<file path="src/rtl/gol_pkg.sv">
// gol_pkg: shared state encoding, default geometry/pacing and pattern select codes
// for the Game of Life seed controller.
package gol_pkg;
    typedef enum logic [2:0] {IDLE, LOAD, DRAIN, RUN, PAUSE} state_t;
    localparam int ROWS_DEF     = 8;
    localparam int COLS_DEF     = 8;
    localparam int STEP_DIV_DEF = 25_000_000;
    localparam logic [1:0] PAT_GLIDER  = 2'd0;
    localparam logic [1:0] PAT_BLINKER = 2'd1;
    localparam logic [1:0] PAT_BEACON  = 2'd2;
    localparam logic [1:0] PAT_ACORN   = 2'd3;
endpackage

</file>
<file path="src/rtl/btn_edge.sv">
// btn_edge: two-flop synchronizer for a raw button followed by a one-cycle
// rising-edge pulse.
module btn_edge (
    input  logic clk,
    input  logic rst_n,
    input  logic btn_i,
    output logic evt_o
);
    logic [2:0] sh_q;
    always_ff @(posedge clk or negedge rst_n) begin
        if (!rst_n) sh_q <= '0;
        else        sh_q <= {sh_q[1:0], btn_i};
    end
    assign evt_o = sh_q[1] & ~sh_q[2];
endmodule

</file>
<file path="src/rtl/gol_seed_ctrl.sv">
// gol_seed_ctrl: latches the pattern choice, streams the pattern ROM into the grid
// row-major, then paces generation steps. GOL_SINGLE_STEP_EN adds a PAUSE step button.
module gol_seed_ctrl
    import gol_pkg::*;
#(
    parameter int ROWS     = ROWS_DEF,
    parameter int COLS     = COLS_DEF,
    parameter int STEP_DIV = STEP_DIV_DEF
) (
    input  logic                    clk,
    input  logic                    rst_n,
    input  logic [1:0]              sw_sel,
    input  logic                    load_btn,
`ifdef GOL_SINGLE_STEP_EN
    input  logic                    step_btn,
`endif
    input  logic                    run_sw,
    input  logic                    step_busy,
    input  logic                    seed_bit,
    output logic [1:0]              sel,
    output logic [$clog2(ROWS)-1:0] pat_row,
    output logic [$clog2(COLS)-1:0] pat_col,
    output logic                    wr_en,
    output logic [$clog2(ROWS)-1:0] wr_row,
    output logic [$clog2(COLS)-1:0] wr_col,
    output logic                    wr_data,
    output logic                    step,
    output logic                    busy
);
    localparam int RW = $clog2(ROWS);
    localparam int CW = $clog2(COLS);
    localparam int DW = $clog2(STEP_DIV);

    state_t          state_q, state_d;
    logic [1:0]      sel_q, sel_d;
    logic [RW-1:0]   row_q, row_d, wr_row_q;
    logic [CW-1:0]   col_q, col_d, wr_col_q;
    logic [DW-1:0]   cnt_q, cnt_d;
    logic            pend_q, pend_d, wr_en_q, wr_data_q;
    logic            load_evt, last_col, last_row, expire, step_ok;

    btn_edge u_load (.clk(clk), .rst_n(rst_n), .btn_i(load_btn), .evt_o(load_evt));

`ifdef GOL_SINGLE_STEP_EN
    logic step_evt;
    btn_edge u_step (.clk(clk), .rst_n(rst_n), .btn_i(step_btn), .evt_o(step_evt));
    assign step_ok = (state_q == RUN) || (state_q == PAUSE);
`else
    assign step_ok = (state_q == RUN);
`endif

    assign last_col = (col_q == CW'(COLS - 1));
    assign last_row = (row_q == RW'(ROWS - 1));
    assign expire   = (state_q == RUN) && run_sw && (cnt_q == DW'(STEP_DIV - 1));
    assign step     = step_ok && pend_q && !step_busy;

    always_comb begin
        state_d = state_q;
        sel_d   = sel_q;
        row_d   = row_q;
        col_d   = col_q;
        cnt_d   = cnt_q;
        pend_d  = pend_q & ~step;
        // A new load restarts from any settled state; LOAD and DRAIN ignore it.
        if (load_evt && (state_q == IDLE || state_q == RUN || state_q == PAUSE)) begin
            state_d = LOAD;
            sel_d   = sw_sel;
            row_d   = '0;
            col_d   = '0;
            cnt_d   = '0;
            pend_d  = 1'b0;
        end else begin
            case (state_q)
                LOAD: begin
                    col_d   = last_col ? '0 : col_q + 1'b1;
                    row_d   = !last_col ? row_q : (last_row ? '0 : row_q + 1'b1);
                    state_d = (last_col && last_row) ? DRAIN : LOAD;
                end
                DRAIN: state_d = run_sw ? RUN : PAUSE;
                RUN: begin
                    state_d = run_sw ? RUN : PAUSE;
                    cnt_d   = !run_sw ? cnt_q : (expire ? '0 : cnt_q + 1'b1);
                    pend_d  = pend_d | expire;
                end
                PAUSE: begin
                    state_d = run_sw ? RUN : PAUSE;
`ifdef GOL_SINGLE_STEP_EN
                    pend_d  = pend_d | step_evt;
`endif
                end
                default: ;
            endcase
        end
    end

    always_ff @(posedge clk or negedge rst_n) begin
        if (!rst_n) begin
            state_q   <= IDLE;
            sel_q     <= '0;
            row_q     <= '0;
            col_q     <= '0;
            cnt_q     <= '0;
            pend_q    <= 1'b0;
            wr_en_q   <= 1'b0;
            wr_row_q  <= '0;
            wr_col_q  <= '0;
            wr_data_q <= 1'b0;
        end else begin
            state_q   <= state_d;
            sel_q     <= sel_d;
            row_q     <= row_d;
            col_q     <= col_d;
            cnt_q     <= cnt_d;
            pend_q    <= pend_d;
            wr_en_q   <= (state_q == LOAD);
            wr_row_q  <= row_q;
            wr_col_q  <= col_q;
            wr_data_q <= seed_bit;
        end
    end

    assign sel     = sel_q;
    assign pat_row = row_q;
    assign pat_col = col_q;
    assign wr_en   = wr_en_q;
    assign wr_row  = wr_row_q;
    assign wr_col  = wr_col_q;
    assign wr_data = wr_data_q;
    assign busy    = (state_q == LOAD) || (state_q == DRAIN);
endmodule
</file>
<file path="config.mk">
export PLATFORM = sky130hd
export DESIGN_NAME = gol_seed_ctrl
export DESIGN_NICKNAME = d
export VERILOG_FILES = /design/src/rtl/gol_pkg.sv /design/src/rtl/btn_edge.sv /design/src/rtl/gol_seed_ctrl.sv
export SDC_FILE = /design/constraint.sdc
export NUM_CORES = 1
export LEC_CHECK = 0
export BUFFER_PORTS_ARGS = -buffer_cell sky130_fd_sc_hd__buf_2
export CAP_MARGIN = 20
export CORE_AREA = 3 3 82 84
export DETAILED_ROUTE_END_ITERATION = 7
export DIE_AREA = 0 0 85 87
export HOLD_SLACK_MARGIN = 0.03
export MAX_ROUTING_LAYER = met4
export PLACE_DENSITY = 0.65
export SLEW_MARGIN = 40
export SYNTH_ARGS = -nofsm -noshare
export SYNTH_HDL_FRONTEND = slang
export SYNTH_SLANG_ARGS = --single-unit
</file>
<file path="constraint.sdc">
create_clock -name clk -period 1.9 [get_ports clk]
set_clock_uncertainty 0.15 [all_clocks]
set_input_delay 0.38 -clock clk [delete_from_list [all_inputs] [get_ports clk]]
set_output_delay 0.38 -clock clk [all_outputs]
set_load 0.01 [all_outputs]
</file>
After elaboration in Yosys (flattened, before gate mapping)
Cells that the tools add are included.
{ "op_classes": {"addsub": 3, "n_eq_ne": 7, "muxes": 17, "n_bitwise": 5, "reduce_logical": 19} }
{ "ops": {"columns": ["operator", "count"], "rows": [
  ["25-bit two-way mux", 4],
  ["3-bit two-way mux", 9],
  ["25-bit by 1-bit adder with 25-bit output (second input constant)", 1],
  ["25-bit equality test (second input constant)", 1],
  ["3-bit equality test (second input constant)", 3],
  ["2-bit nonzero test", 4],
  ["3-bit by 1-bit adder with 3-bit output (second input constant)", 2],
  ["3-bit by 2-bit equality test with 1-bit output (second input constant)", 2],
  ["1-bit logical AND", 6],
  ["3-bit one-hot mux with 2 select lines", 1],
  ["2-bit AND reduction", 2],
  ["3-bit by 1-bit equality test with 1-bit output (second input constant)", 1],
  ["3-bit zero test", 1],
  ["1-bit logical OR", 3],
  ["3-bit nonzero test", 1],
  ["3-bit OR reduction", 1],
  ["1-bit bitwise AND", 2],
  ["1-bit two-way mux", 2],
  ["2-bit two-way mux", 1],
  ["1-bit NOT", 2],
  ["1-bit zero test", 1],
  ["1-bit OR", 1]
]} }
{ "totals": {"ff_bits": 48, "out_inout_bits": 18, "word_cells": 62} }

Depth between registers and ports, before layout
{ "logic_depth": {"ltp_word": 8, "depth_mapped": 8, "ltp_nobuf": 6} }

Cells and area by module
Synthesis repeated with hierarchy kept, for this count alone.
{ "hier_totals": {"hier_cells": 232, "area_unflattened_um2": 2449.8} }
{ "by_module_without_submodules": {"columns": ["mod", "instances", "cells_each", "area_each_um2", "seq_area_each_um2"], "rows": [
  ["gol_seed_ctrl", 1, 228, 2361.0, 1126.1],
  ["btn_edge", 1, 4, 88.8, 75.1]
]} }

Worst setup path before layout
Ideal clock, no wire load.
{ "synth_timing": {"path_kind": "register -> register", "startpoint": "register cnt_q[0]", "endpoint": "register cnt_q[24]", "arrival_ns": 1.830, "setup_slack_ns": -0.162, "path_stages_with_launch": 7, "synth_period_minus_slack_ns": 2.062, "cell_sequence": "dfrtp_1 -> ha_1 -> and4_4 -> nand2_2 -> or4_1 -> or3_1 -> a31oi_1"} }
{ "synth_via": {"elab_chain_cells": 6} }
{ "synth_lines": {"columns": ["element", "line", "text"], "rows": [
  ["from (decl)", "gol_seed_ctrl.sv:38", "logic [DW-1:0] cnt_q, cnt_d;"],
  ["from (signal assigned)", "gol_seed_ctrl.sv:113", "cnt_q <= cnt_d;"],
  ["parallel branches: the longest is 2 deep, another holds 25-bit by 1-bit adder with 25-bit output", null, null],
  ["25-bit two-way mux (*) (2 in series)", "gol_seed_ctrl.sv:82", "cnt_d = !run_sw ? cnt_q : (expire ? '0 : cnt_q + 1'b1);"],
  ["25-bit two-way mux (*)", "gol_seed_ctrl.sv:73", "case (state_q)"],
  ["25-bit two-way mux (*)", "gol_seed_ctrl.sv:65", "if (load_evt && (state_q == IDLE || state_q == RUN || state_q == PAUSE)) begin"]
]} }
Mark *: on every way between the ends. The select of a mux whose other input is x is not followed.
A chain may end at the register's enable or synchronous reset.

Final worst setup path
Ends and elaborated chain as after synthesis.

==> results.md <==
* Slew Limit Fails at 0
* Worst Hold Launch: sw_sel[0]
* Vias in the first global route at 2028
* R2R Path Start: cnt_q[0]
* Crit path time final at 2.01 ns
* Area Overhead vs Synth at 36.2%
* Post-synth ARST share at 100%
* # IOs at 26
* DR iter-0 viols at 131
* Comb power frac at 2.5%
* Syn Area/Cell at 9.98 sq um
* HP Class: input pin to flip-flop
* Number of inserted diodes at 0
* Power share of the clock group at 41.5%
* 1st-pass router iterations at 4
* Hold_ws at 0.113 ns
* Clock sinks at 48
* Synthesized instance count at 238
* Primary FF master, synth: dfrtp_1
* Seq pwr share at 56.1%
* CTS root buf: clkbuf_8
* Final period util at 106%
* Global placement routability congestion at 0.865
* Synth top area cells: dfrtp_1 51%, xnor2_1 5.5%, nand2_1 4.4%, nor2_1 4.4%, nand3_1 3.0%
* Worst-margin pin slew at 0.443 ns
* Clock transition at path regs at 0.09 ns
* Fill cells at 552
* Met3 wire len at 191 microns
* Via density per instance at 5.21
* Worst vdd ir at 0.308 mV
* Max Fclk at 498 MHz
* DP HPWL at 3910 microns
* Post-Synthesis Cell Area at 2370 sq um
* RSZ-0062 raised after global routing: yes
* Cell Int Power at 1440 uW
* Pleak at 0.00151 uW
* Synth cell types at 47
* CTS buffer count at 5
* Grt total ovfl at 0
* Synth cell count leaders: 48 x dfrtp_1, 28 x nand2_1, 28 x nor2_1
* Die ar. at 7400 sq um
* Top-count cell post-synth: dfrtp_1
* FP Rows at 28
* Clk_lat worst skew at 0.30 ns
* Total GRT Usage at 16.6%
* Worst Path Max Fanout at 5
* Initial Util at 39.6%
* Switching Share at 21.4%
* Syn_nets at 251
* Vias at 2079
* Storage element area at 1200 sq um
* CTS H-tree depth at 2
* Sw Pwr at 391 uW
* Leading area contributor after synthesis: dfrtp_1
* Critical Path RT at 1.97 ns
* WL per Instance at 14.4 microns
* Critical Path Sink Type: flip-flop
* Highest metal used: met4
* Seq/Total Area, Yosys at 50.6%
* Number of synthesized flops with an enable pin at 0
* TritonCTS clock tree: built
* Final Setup Violations at 26
* Die span in y at 87 microns
* DRT Wirelength at 5740 microns
* Worst Setup SP: cnt_q[0]
* Core Footprint at 5990 sq um
* Antenna Nets Post-Route at 0
* Metal2 WL at 2820 microns
* DP Area at 2910 sq um
* Startpoint Class: flip-flop
* Yosys warnings at 0
* Flop-to-flop setup slack at -0.11 ns
* Largest net degree at the start of global routing at 21
* Max clock buf depth at 2
* Final #Nets at 336
* Post-synth top area share at 50.6%
* Max-slew headroom at 70.4%
* Hold Violations, Final at 0
* Final worst slack at -0.109 ns
* Area occupied by multi-input gates at 1180 sq um
* Status: finished with violations
* Metal-1 WL at 2630 microns
* DR DRC count at 0
* Power Density at 566 nW/um^2
* Share of cells above drive strength 1 at 35.8%
* Flops & latches, synth at 48
* Initial antenna violation count at 0
* Global-route wire length before repair at 9590 microns
* Die extent in x at 85 microns
* Finished Cell Area at 3230 sq um
* Failing checks: setup timing
* Maxcap violations at 0
* # port buffers at 25
* Post-route total power at 1830 uW
* Critical path class: flip-flop to flip-flop
* Critical Path AT at 2.08 ns
==> registers in the layout, indices dropped and copies added, names as in the netlist <==
name         cells
wr_data          1
sel              2
wr_row           3
state_q          3
wr_col           3
wr_en            1
pat_row          3
cnt_q           25
pend_q           1
u_load.sh_q      3
pat_col          3
==> cell families (layout without fill, tap and decap cells) <==
family	count (synthesis)	after routing	share of synthesized area [%]
DFF	48	48	50.6
AOI/OAI and AO/OA	38	38	11.1
xor gates and xnor gates	18	18	6.64
muxes	3	3	1.26
adders and majority gates	5	5	2.63
and+or+nand+nor	111	112	24.6
buffers and inverters	15	100	3.21
==> cell type report <==
type	instances	area share [%]
clock inverters	3	1.43
inverters	3	0.348
clock buffers	5	2.13
well taps	75	2.90
multi-input cells	176	36.5
repair buffers	89	19.5
flip-flops and latches	48	37.1
==> final timing paths <==
kind                       cells past startpoint              to
min                                            3          sel[0]
min reg2reg                                    0  u_load.sh_q[1]
min in group asynchronous                      2      pat_col[1]
max in group asynchronous                      3        cnt_q[9]
max reg2reg                                    6       cnt_q[24]
max                                            6       cnt_q[24]
==> worst max-delay path, stage by stage, from the launching register on <==
cell and delay, ns:
dfrtp_1 0.38, ha_2 0.19, and4_4 0.26, nand2_4 0.07
or4_4 0.42, or3_1 0.32, a31oi_1 0.14
==> cells in the final DEF, fill, tap and decap left out, types with 2 or more instances in the layout <==
cell type	Yosys	final
a2111oi_0	6	2
and3_1	2	2
buf_4	3	57
nand3_1	14	14
buf_2	7	25
o21ai_0	6	5
and4_4	2	2
clkbuf_8	0	5
a21oi_1	8	7
nand4b_1	2	2
buf_6	0	3
dlygate4sd3_1	0	3
nand2_8	0	2
ha_1	5	4
o21ai_1	1	2
nand4_1	7	7
mux2i_1	3	3
dfrtp_1	48	48
nand2_1	28	26
xnor2_1	15	15
nor3_1	5	5
and4_1	2	2
xor2_1	3	3
nor2_1	28	28
nand3b_1	2	2
or4_4	0	2
or3_1	3	3
nand2_2	1	2
a31oi_1	3	3
a2111oi_1	1	5
a311oi_1	2	2
nor3b_2	1	2
a211oi_1	5	5
inv_1	3	3
==> routing by layer <==
metal,up-vias,global-route usage [%]
met4,0,6.62
met5,-,-
met1,1002,20.8
met2,43,27.0
met3,8,2.46
li1,1026,-
==> per-stage QoR <==
step	setup WS [ns]	utilization, %	TNS (ns)	std cells
finish	-0.109	54.0	-1.09	399
detailed placement	-0.174	48.6	-3.12	376
CTS	-0.0877	53.0	-0.987	395
global placement	-0.138	48.6	-2.42	376
global route	-0.170	54.0	-2.91	399
floorplan	-0.0900	-	-0.807	238
==> power groups by stage <==
stage / registers (uW) / clock network [uW] / logic (uW)
5_1_grt: 1030 / 811 / 52.1
4_1_cts: 1030 / 779 / 47.1
6_report: 1030 / 758 / 45.1
3_5_place_dp: 1050 / 0 / 41.9
3_3_place_gp: 1050 / 0 / 41.8
2_1_floorplan: 1050 / 0 / 3.35
==> repair_timing <==
item,4_1_cts,5_1_grt
pin swaps,6,5
gates resized for setup,11,9
endpoints found under the setup margin,27,27
buffers inserted,7,4
endpoints found under the hold margin,18,0
gates cloned,1,0
hold buffers,3,0
Note: power is estimated with default switching activity, not from simulation.
